--- config.mk ---
export PLATFORM = sky130hd
export DESIGN_NAME = byte_stream_packetizer
export DESIGN_NICKNAME = d
export VERILOG_FILES = /design/src/rtl/byte_stream_packetizer.sv
export SDC_FILE = /design/constraint.sdc
export NUM_CORES = 1
export LEC_CHECK = 0
export CORE_MARGIN = 2
export CORE_UTILIZATION = 43
export DETAILED_ROUTE_END_ITERATION = 10
export PLACE_DENSITY_LB_ADDON = 0.1
export SYNTH_ARGS = -nofsm -noshare
export SYNTH_HDL_FRONTEND = slang
export SYNTH_SLANG_ARGS = --single-unit
--- constraint.sdc ---
create_clock -name clk -period 2 [get_ports clk]
set_input_delay 0.4 -clock clk [delete_from_list [all_inputs] [get_ports clk]]
set_output_delay 0.4 -clock clk [all_outputs]
set_load 0.1 [all_outputs]
--- src/rtl/byte_stream_packetizer.sv ---
// Byte-stream decoder: strips SOP/EOP/channel markers and escapes, emitting framed payload beats.
// Define BYTE_STREAM_PACKETIZER_CHANNEL_EN to decode channel numbers; otherwise out_channel is 0.
module byte_stream_packetizer (
  input  logic       clk,
  input  logic       reset_n,
  output logic       in_ready,
  input  logic       in_valid,
  input  logic [7:0] in_data,
  input  logic       out_ready,
  output logic       out_valid,
  output logic [7:0] out_data,
  output logic [7:0] out_channel,
  output logic       out_startofpacket,
  output logic       out_endofpacket
);
  localparam logic [7:0] SOP_B = 8'h7A;
  localparam logic [7:0] EOP_B = 8'h7B;
  localparam logic [7:0] CHN_B = 8'h7C;
  localparam logic [7:0] ESC_B = 8'h7D;
  localparam logic [7:0] ESC_X = 8'h20;

  typedef enum logic [1:0] {NORMAL, ESCAPE, CHANNEL, CHANNEL_ESC} state_t;

  state_t     state;
  logic       sop_pend, eop_pend;
  logic       accept, emit;
  logic [7:0] emit_byte;

  assign in_ready = !out_valid || out_ready;
  assign accept   = in_valid && in_ready;

  always_comb begin
    emit      = 1'b0;
    emit_byte = in_data;
    case (state)
      NORMAL:  emit = accept && (in_data < SOP_B || in_data > ESC_B);
      ESCAPE: begin
        emit      = accept;
        emit_byte = in_data ^ ESC_X;
      end
      default: emit = 1'b0;
    endcase
  end

`ifdef BYTE_STREAM_PACKETIZER_CHANNEL_EN
  // chan_q tracks the latest decoded channel; out_ch_q only moves with an emitted beat
  logic [7:0] chan_q, out_ch_q;
  assign out_channel = out_ch_q;
`else
  assign out_channel = 8'h00;
`endif

  always_ff @(posedge clk or negedge reset_n) begin
    if (!reset_n) begin
      state             <= NORMAL;
      sop_pend          <= 1'b0;
      eop_pend          <= 1'b0;
      out_valid         <= 1'b0;
      out_data          <= 8'h00;
      out_startofpacket <= 1'b0;
      out_endofpacket   <= 1'b0;
`ifdef BYTE_STREAM_PACKETIZER_CHANNEL_EN
      chan_q            <= 8'h00;
      out_ch_q          <= 8'h00;
`endif
    end else begin
      if (accept) begin
        case (state)
          NORMAL: begin
            case (in_data)
              SOP_B:   sop_pend <= 1'b1;
              EOP_B:   eop_pend <= 1'b1;
              CHN_B:   state    <= CHANNEL;
              ESC_B:   state    <= ESCAPE;
              default: ;
            endcase
          end
          ESCAPE: state <= NORMAL;
          CHANNEL: begin
            if (in_data == ESC_B) state <= CHANNEL_ESC;
            else begin
              state <= NORMAL;
`ifdef BYTE_STREAM_PACKETIZER_CHANNEL_EN
              chan_q <= in_data;
`endif
            end
          end
          CHANNEL_ESC: begin
            state <= NORMAL;
`ifdef BYTE_STREAM_PACKETIZER_CHANNEL_EN
            chan_q <= in_data ^ ESC_X;
`endif
          end
          default: state <= NORMAL;
        endcase
      end
      if (emit) begin
        out_valid         <= 1'b1;
        out_data          <= emit_byte;
        out_startofpacket <= sop_pend;
        out_endofpacket   <= eop_pend;
        sop_pend          <= 1'b0;
        eop_pend          <= 1'b0;
`ifdef BYTE_STREAM_PACKETIZER_CHANNEL_EN
        out_ch_q          <= chan_q;
`endif
      end else if (out_ready) begin
        out_valid <= 1'b0;
      end
    end
  end
endmodule

==> results.sh, run 1 <==
export IMPL_cts_buffer_depth=2
export IMPL_die_width_um=48.6
export IMPL_avgSynthCellArea_um2=11.3
export IMPL_synthFlopType="dfrtp_1"
export IMPL_hold_viol_final=0
export IMPL_grt_pass1_vias=628
export IMPL_coreArea_um2=1920
export IMPL_rr_worst_depth=5
export IMPL_cts_tree="built"
export IMPL_drt_iter0_markers=0
export IMPL_synthToLayoutAreaGrowth_pct=37.6
export IMPL_maxSlewViolCount=0
export IMPL_die_area_um2=2360
export IMPL_clock_fmax_ghz=0.566
export IMPL_antenna_diode_count=0
export IMPL_r2r_end="out_startofpacket$_DFFE_PN0P_"
export IMPL_synthArstFlopShare_pct=100
export IMPL_initial_core_util_pct=44.5
export IMPL_drt_total_wl_um=1850
export IMPL_cpPeakStageDelay_ns=0.48
export IMPL_ios=32
export IMPL_wire_per_inst_um=13.2
export IMPL_synth_edf_count=0
export IMPL_syn_inst=76
export IMPL_fin_hold_ws_ns=0.394
export IMPL_layout_drive_gt1_share_pct=34.5
export IMPL_nets=126
export IMPL_arrival_ns=1.95
export IMPL_peakVddDrop_mv=0.493
export IMPL_fin_worst_skew_ns=0.00484
export IMPL_htreeDepth=1
export IMPL_pwr_density_cell_nw_per_um2=870
export IMPL_min_period_over_period_pct=88.4
export IMPL_synthTopCellsByCount="15 x dfrtp_1, 9 x nand2_1, 8 x buf_4"
export IMPL_yosysWarnings=0
export IMPL_clk_pin_slew_ns=0.09
export IMPL_vias_per_cell=4.86
export IMPL_stdcell_count=140
export IMPL_critPathLaunchType="primary input"
export IMPL_cts_resized=0
export IMPL_slowest_stage="clkdlybuf4s50_1"
export IMPL_cts_inserted_buffers=3
export IMPL_outcome="finished, final reports clean"
export IMPL_antenna_left=0
export IMPL_drt_pass1_iterations=1
export IMPL_synth_top_cell_by_area="dfrtp_1"
export IMPL_die_h_um=48.6
export IMPL_p_leak_nw=0.544
export IMPL_cts_sinks=15
export IMPL_cap_viol_max_count=0
export IMPL_grt_pass1_wl_um=3080
export IMPL_regToRegSetupSlack_ns=0.39
export IMPL_finalWorstSetupSlack_ns=0.232
export IMPL_synth_top_area_share_pct=43.9
export IMPL_rsz0062_at_grt="false"
export IMPL_finalCriticalPeriod_ns=1.77
export IMPL_crit_chain="clkdlybuf4s50_1 -> nor4bb_4 -> and3_1 -> buf_4 -> a21oi_4 -> mux2_4"
export IMPL_drcViolationCount=0
export IMPL_yosysMostFrequentCell="dfrtp_1"
export IMPL_hold_path_class="in -> async"
export IMPL_cp_end_kind="flop"
export IMPL_cts_setup_buffers=0
export IMPL_antenna_found_initial=0
export IMPL_ys_seq_elements=15
export IMPL_grt_overflow=0
export IMPL_dpl_cell_count=136
export IMPL_synth_top_cells_by_area="dfrtp_1 44%, mux2_4 8.8%, buf_4 7.0%"
export IMPL_pre_cts_slack_ns=-0.0938
export IMPL_gp_congestion=0.767
export IMPL_crit_fanout=3
export IMPL_cts_hold_buffers=0
export IMPL_grt_start_max_net_pins=10
export IMPL_synth_area_um2=856
export IMPL_ys_types=31
export IMPL_clkLatencyLatePin_ns=0.29
export IMPL_r2r_start="state[0]$_DFFE_PN0P_"
export IMPL_track_usage_pct=17.2
export IMPL_num_vias=681
export IMPL_critical_path_class="in -> reg"
export IMPL_required_ns=2.19
export IMPL_setup_viol=0
export IMPL_port_buffers=23
export IMPL_root_buffer="clkbuf_4"
export IMPL_yosysSeqAreaShare_pct=43.9
export IMPL_dp_hpwl_um=1390
export IMPL_num_rows=16
[worst max-delay path by stage]
stage / slack, ns / end / startpoint
floorplan: 0.04 / out_data[0]$_DFFE_PN0P_ / out_valid$_DFFE_PN0P_
global placement: -0.04 / out_endofpacket$_DFFE_PN0P_ / in_data[5]
detailed placement: -0.09 / out_startofpacket$_DFFE_PN0P_ / in_data[5]
CTS: 0.23 / out_startofpacket$_DFFE_PN0P_ / in_data[5]
global route: 0.15 / out_endofpacket$_DFFE_PN0P_ / in_data[5]
finish: 0.23 / out_startofpacket$_DFFE_PN0P_ / in_data[5]
[power breakdown]
part	internal, W	leakage [nW]	switching [W]
Sequential	0.000332	0.188	0.0000200
Clock	0.0000777	0.0150	0.000102
Combinational	0.000126	0.341	0.000366
Total	0.000536	0.544	0.000488
[metrics by stage]
step	utilization, %	total power, W	cell area, um^2	setup TNS (ns)
global placement	59.9	0.000847	1150	-0.163
detailed placement	59.9	0.000851	1150	-0.427
global route	61.3	0.00106	1180	0
finish	61.3	0.00102	1180	0
floorplan	-	0.000735	886	0
CTS	61.3	0.00103	1180	0
[metal layers]
| metal | part of all wire [%] | wire length (um) | GRT usage [%] |
|---|---|---|---|
| met4 | 2.2 | 40 | 8.57 |
| met1 | 42 | 781 | 21.0 |
| met3 | 4.7 | 87 | 3.09 |
| met5 | 0 | 0 | 0 |
| met2 | 51 | 938 | 29.0 |
[worst max-delay path, delay by kind of cell]
| family | cells | cell delay (ns) |
|---|---|---|
| multiplexers | 1 | 0.30 |
| buffers and inverters | 2 | 0.63 |
| AND/OR/NAND/NOR | 2 | 0.55 |
| AO/OA/AOI/OAI | 1 | 0.07 |
[flip-flops by register name (all words and copies together) (netlist names)]
register	cells
state	2
out_valid	1
out_endofpacket	1
out_startofpacket	1
sop_pend	1
eop_pend	1
out_data	8
[logic make-up (layout without fill, tap and decap cells)]
kind of cell / Yosys count / count (layout) / synth area share [%]
simple gates: 26 / 26 / 17.3
other cells: 1 / 8 / 0.438
buf+inv: 11 / 41 / 9.36
mux: 7 / 7 / 11.1
flops: 15 / 15 / 43.9
xor+xnor: 2 / 2 / 4.24
compound gates: 14 / 14 / 13.7
[layout by cell type, fill, tap and decap left out]
cell	netlist	layout
mux2i_1	2	2
nand2_1	9	9
dfrtp_2	0	1
nor2_1	3	3
and3_1	2	2
a21o_4	1	1
clkdlybuf4s50_1	0	11
nand3_2	1	1
mux2_4	5	5
o21ai_1	2	2
xnor2_1	1	1
conb_1	1	8
nor3_1	3	3
a41oi_1	1	1
a2bb2oi_1	1	1
clkbuf_4	0	3
a22o_1	1	1
nand2b_1	1	1
dfrtp_1	15	14
buf_4	8	24
nand3_1	4	4
nor2b_1	1	1
a21oi_4	1	1
a21oi_1	1	1
o211ai_1	2	2
clkbuf_1	0	1
a211oi_1	2	2
o22a_1	1	1
nor4bb_4	1	1
xor2_4	1	1
a31oi_1	1	1
buf_12	0	1
inv_1	1	1
nand3b_1	1	1
[cell type report]
type                    count  area, um^2
clock buffers               4        26.3
fillers                   180         744
inverters                   1        3.75
multi-input cells          57         427
flip-flops and latches     15         377
well taps                  27        33.8
repair buffers             36         310
(Power assumes the default switching activity.)
==> inputs of run 2 (changes only) <==
CAP_MARGIN = 10   (was default)
CORE_UTILIZATION = 45   (was 43)
CTS_BUF_LIST = sky130_fd_sc_hd__clkbuf_4   (was default)
==> run 2 against run 1 <==
Net effect: count of clock-buffer cells in the layout did not move; sequential power hardly changed; register-to-register slack improved by 0.04 ns; first-iteration DRC count is 6 higher; power is 0.37% higher; clock skew down 0.0022 ns; clock power rose by 4%; global-route usage increased by 0.43 points; non-clock buffer count down 1.
==> results.sh, run 2 (same netlist as run 1, synthesis figures left out) <==
export IMPL_maxSlewViolCount=0
export IMPL_track_usage_pct=17.6
export IMPL_multi_input_area_um2=427
export IMPL_finalSetupTns_ns=0
export IMPL_peakVddDrop_mv=0.603
export IMPL_pre_cts_slack_ns=-0.0568
export IMPL_min_period_over_period_pct=87.3
export IMPL_cp_end_kind="flop"
export IMPL_layout_common_cells="23 x buf_4, 14 x dfrtp_1, 11 x clkdlybuf4s50_1, 9 x nand2_1, 8 x conb_1"
export IMPL_dp_hpwl_um=1410
export IMPL_crit_buf_inv=2
export IMPL_num_fill_cells=158
export IMPL_fin_worst_skew_ns=0.00263
export IMPL_largestRegisters="out_data x8, state x2"
export IMPL_root_buffer="clkbuf_4"
export IMPL_layout_drive_gt1_share_pct=34.8
export IMPL_nets=125
export IMPL_gp_congestion=0.759
export IMPL_final_common_cell="buf_4"
export IMPL_drcViolationCount=0
export IMPL_rsz0062_at_grt="false"
export IMPL_finalCriticalPeriod_ns=1.75
export IMPL_required_ns=2.17
export IMPL_p_leak_nw=0.543
export IMPL_num_rows=15
export IMPL_pwr_density_cell_nw_per_um2=878
export IMPL_largest_register_ffs=8
export IMPL_antenna_left=0
export IMPL_setup_viol=0
export IMPL_clock_fmax_ghz=0.573
export IMPL_htreeDepth=1
export IMPL_critical_path_depth=6
export IMPL_arrival_ns=1.91
export IMPL_cts_tree="built"
export IMPL_grt_pass1_vias=642
export IMPL_die_width_um=47.6
export IMPL_drt_pass1_iterations=4
export IMPL_finalWorstSetupSlack_ns=0.255
export IMPL_grt_pass1_wl_um=2750
export IMPL_cts_resized=0
export IMPL_critical_path_class="in -> reg"
export IMPL_die_h_um=47.6
export IMPL_drt_iter0_markers=6
export IMPL_port_buffers=23
export IMPL_coreArea_um2=1760
export IMPL_die_area_um2=2270
export IMPL_vias_per_cell=4.88
export IMPL_ios=32
export IMPL_cts_buffer_depth=2
export IMPL_cpPeakStageDelay_ns=0.48
export IMPL_crit_chain="clkdlybuf4s50_1 -> nor4bb_4 -> and3_1 -> buf_4 -> a21oi_4 -> mux2_4"
export IMPL_hold_viol_final=0
export IMPL_synthToLayoutAreaGrowth_pct=36.8
export IMPL_clkLatencyLatePin_ns=0.28
export IMPL_cp_top_family="buffers and inverters"
export IMPL_cts_inserted_buffers=3
export IMPL_num_vias=669
export IMPL_cap_viol_max_count=0
export IMPL_cts_sinks=15
export IMPL_antenna_found_initial=0
export IMPL_wire_per_inst_um=12.1
export IMPL_cts_hold_buffers=0
export IMPL_cts_setup_buffers=0
export IMPL_antenna_diode_count=0
export IMPL_initial_core_util_pct=48.5
export IMPL_critPathLaunchType="primary input"
export IMPL_grt_overflow=0
export IMPL_outcome="finished, final reports clean"
export IMPL_drt_total_wl_um=1660
export IMPL_clk_pin_slew_ns=0.09
export IMPL_top_register="out_data"
export IMPL_regArea_um2=377
export IMPL_rr_worst_depth=5
export IMPL_crit_fanout=3
export IMPL_hold_path_class="in -> async"
export IMPL_slowest_stage="clkdlybuf4s50_1"
export IMPL_grt_start_max_net_pins=9
==> run 2: changes by cell type in the layout (fill, tap and decap cells not counted), sizes merged <==
cell  before  now
buf       25   24
==> run 2: per-layer routing <==
metal | part of all wire, % | wire (um) | vias to the layer above | GRT usage, %
met3 | 7.6 | 126 | 2 | 4.15
met5 | 0 | 0 | - | 0
met4 | 0.90 | 15 | 0 | 4.86
met1 | 43 | 721 | 311 | 23.1
li1 | - | - | 329 | -
met2 | 48 | 801 | 27 | 29.2
==> run 2: path summary, 6_finish.rpt <==
check / slack (ns) / to / startpoint
worst max-delay path: 0.25 / out_startofpacket$_DFFE_PN0P_ / in_data[5]
worst min-delay path: 0.37 / out_data[0]$_DFFE_PN0P_ / reset_n
worst max register to register: 0.43 / out_startofpacket$_DFFE_PN0P_ / state[0]$_DFFE_PN0P_
worst min register to register: 0.51 / out_data[4]$_DFFE_PN0P_ / out_data[4]$_DFFE_PN0P_
max in group asynchronous: 1.20 / out_data[1]$_DFFE_PN0P_ / reset_n
min in group clk: 0.51 / out_data[4]$_DFFE_PN0P_ / out_data[4]$_DFFE_PN0P_
==> run 2: area by class of cell <==
type / count / share of cell area [%]
multi-input combinational: 57 / 36.4
sequential: 15 / 32.2
timing repair buffer: 35 / 25.9
tap: 25 / 2.67
clock buffer: 4 / 2.56
inverter: 1 / 0.321
==> run 2: report_power, final <==
part / internal (W) / total [W] / switching [W] / leakage (nW)
sequential: 0.000332 / 0.000352 / 0.0000201 / 0.188
clock: 0.0000909 / 0.000186 / 0.0000950 / 0.0184
combinational: 0.000124 / 0.000489 / 0.000365 / 0.337
==> run 2: worst register-to-register path, cell delays in order (launching register included) <==
cell      delay (ns)
dfrtp_1         0.43
nor4bb_4        0.29
and3_1          0.24
buf_4           0.14
a21oi_4         0.06
mux2_4          0.30
==> run 2: metrics by stage <==
step / utilization [%] / area (um^2) / total power [W] / cells / hold slack [ns]
4_1_cts: 66.4 / 1170 / 0.00104 / 137 / 0.380
2_1_floorplan: - / 886 / 0.000735 / 83 / 0.104
3_5_place_dp: 64.7 / 1140 / 0.000850 / 133 / 0.486
5_1_grt: 66.4 / 1170 / 0.00107 / 137 / 0.378
3_3_place_gp: 64.7 / 1140 / 0.000844 / 133 / 0.485
6_report: 66.4 / 1170 / 0.00103 / 137 / 0.374
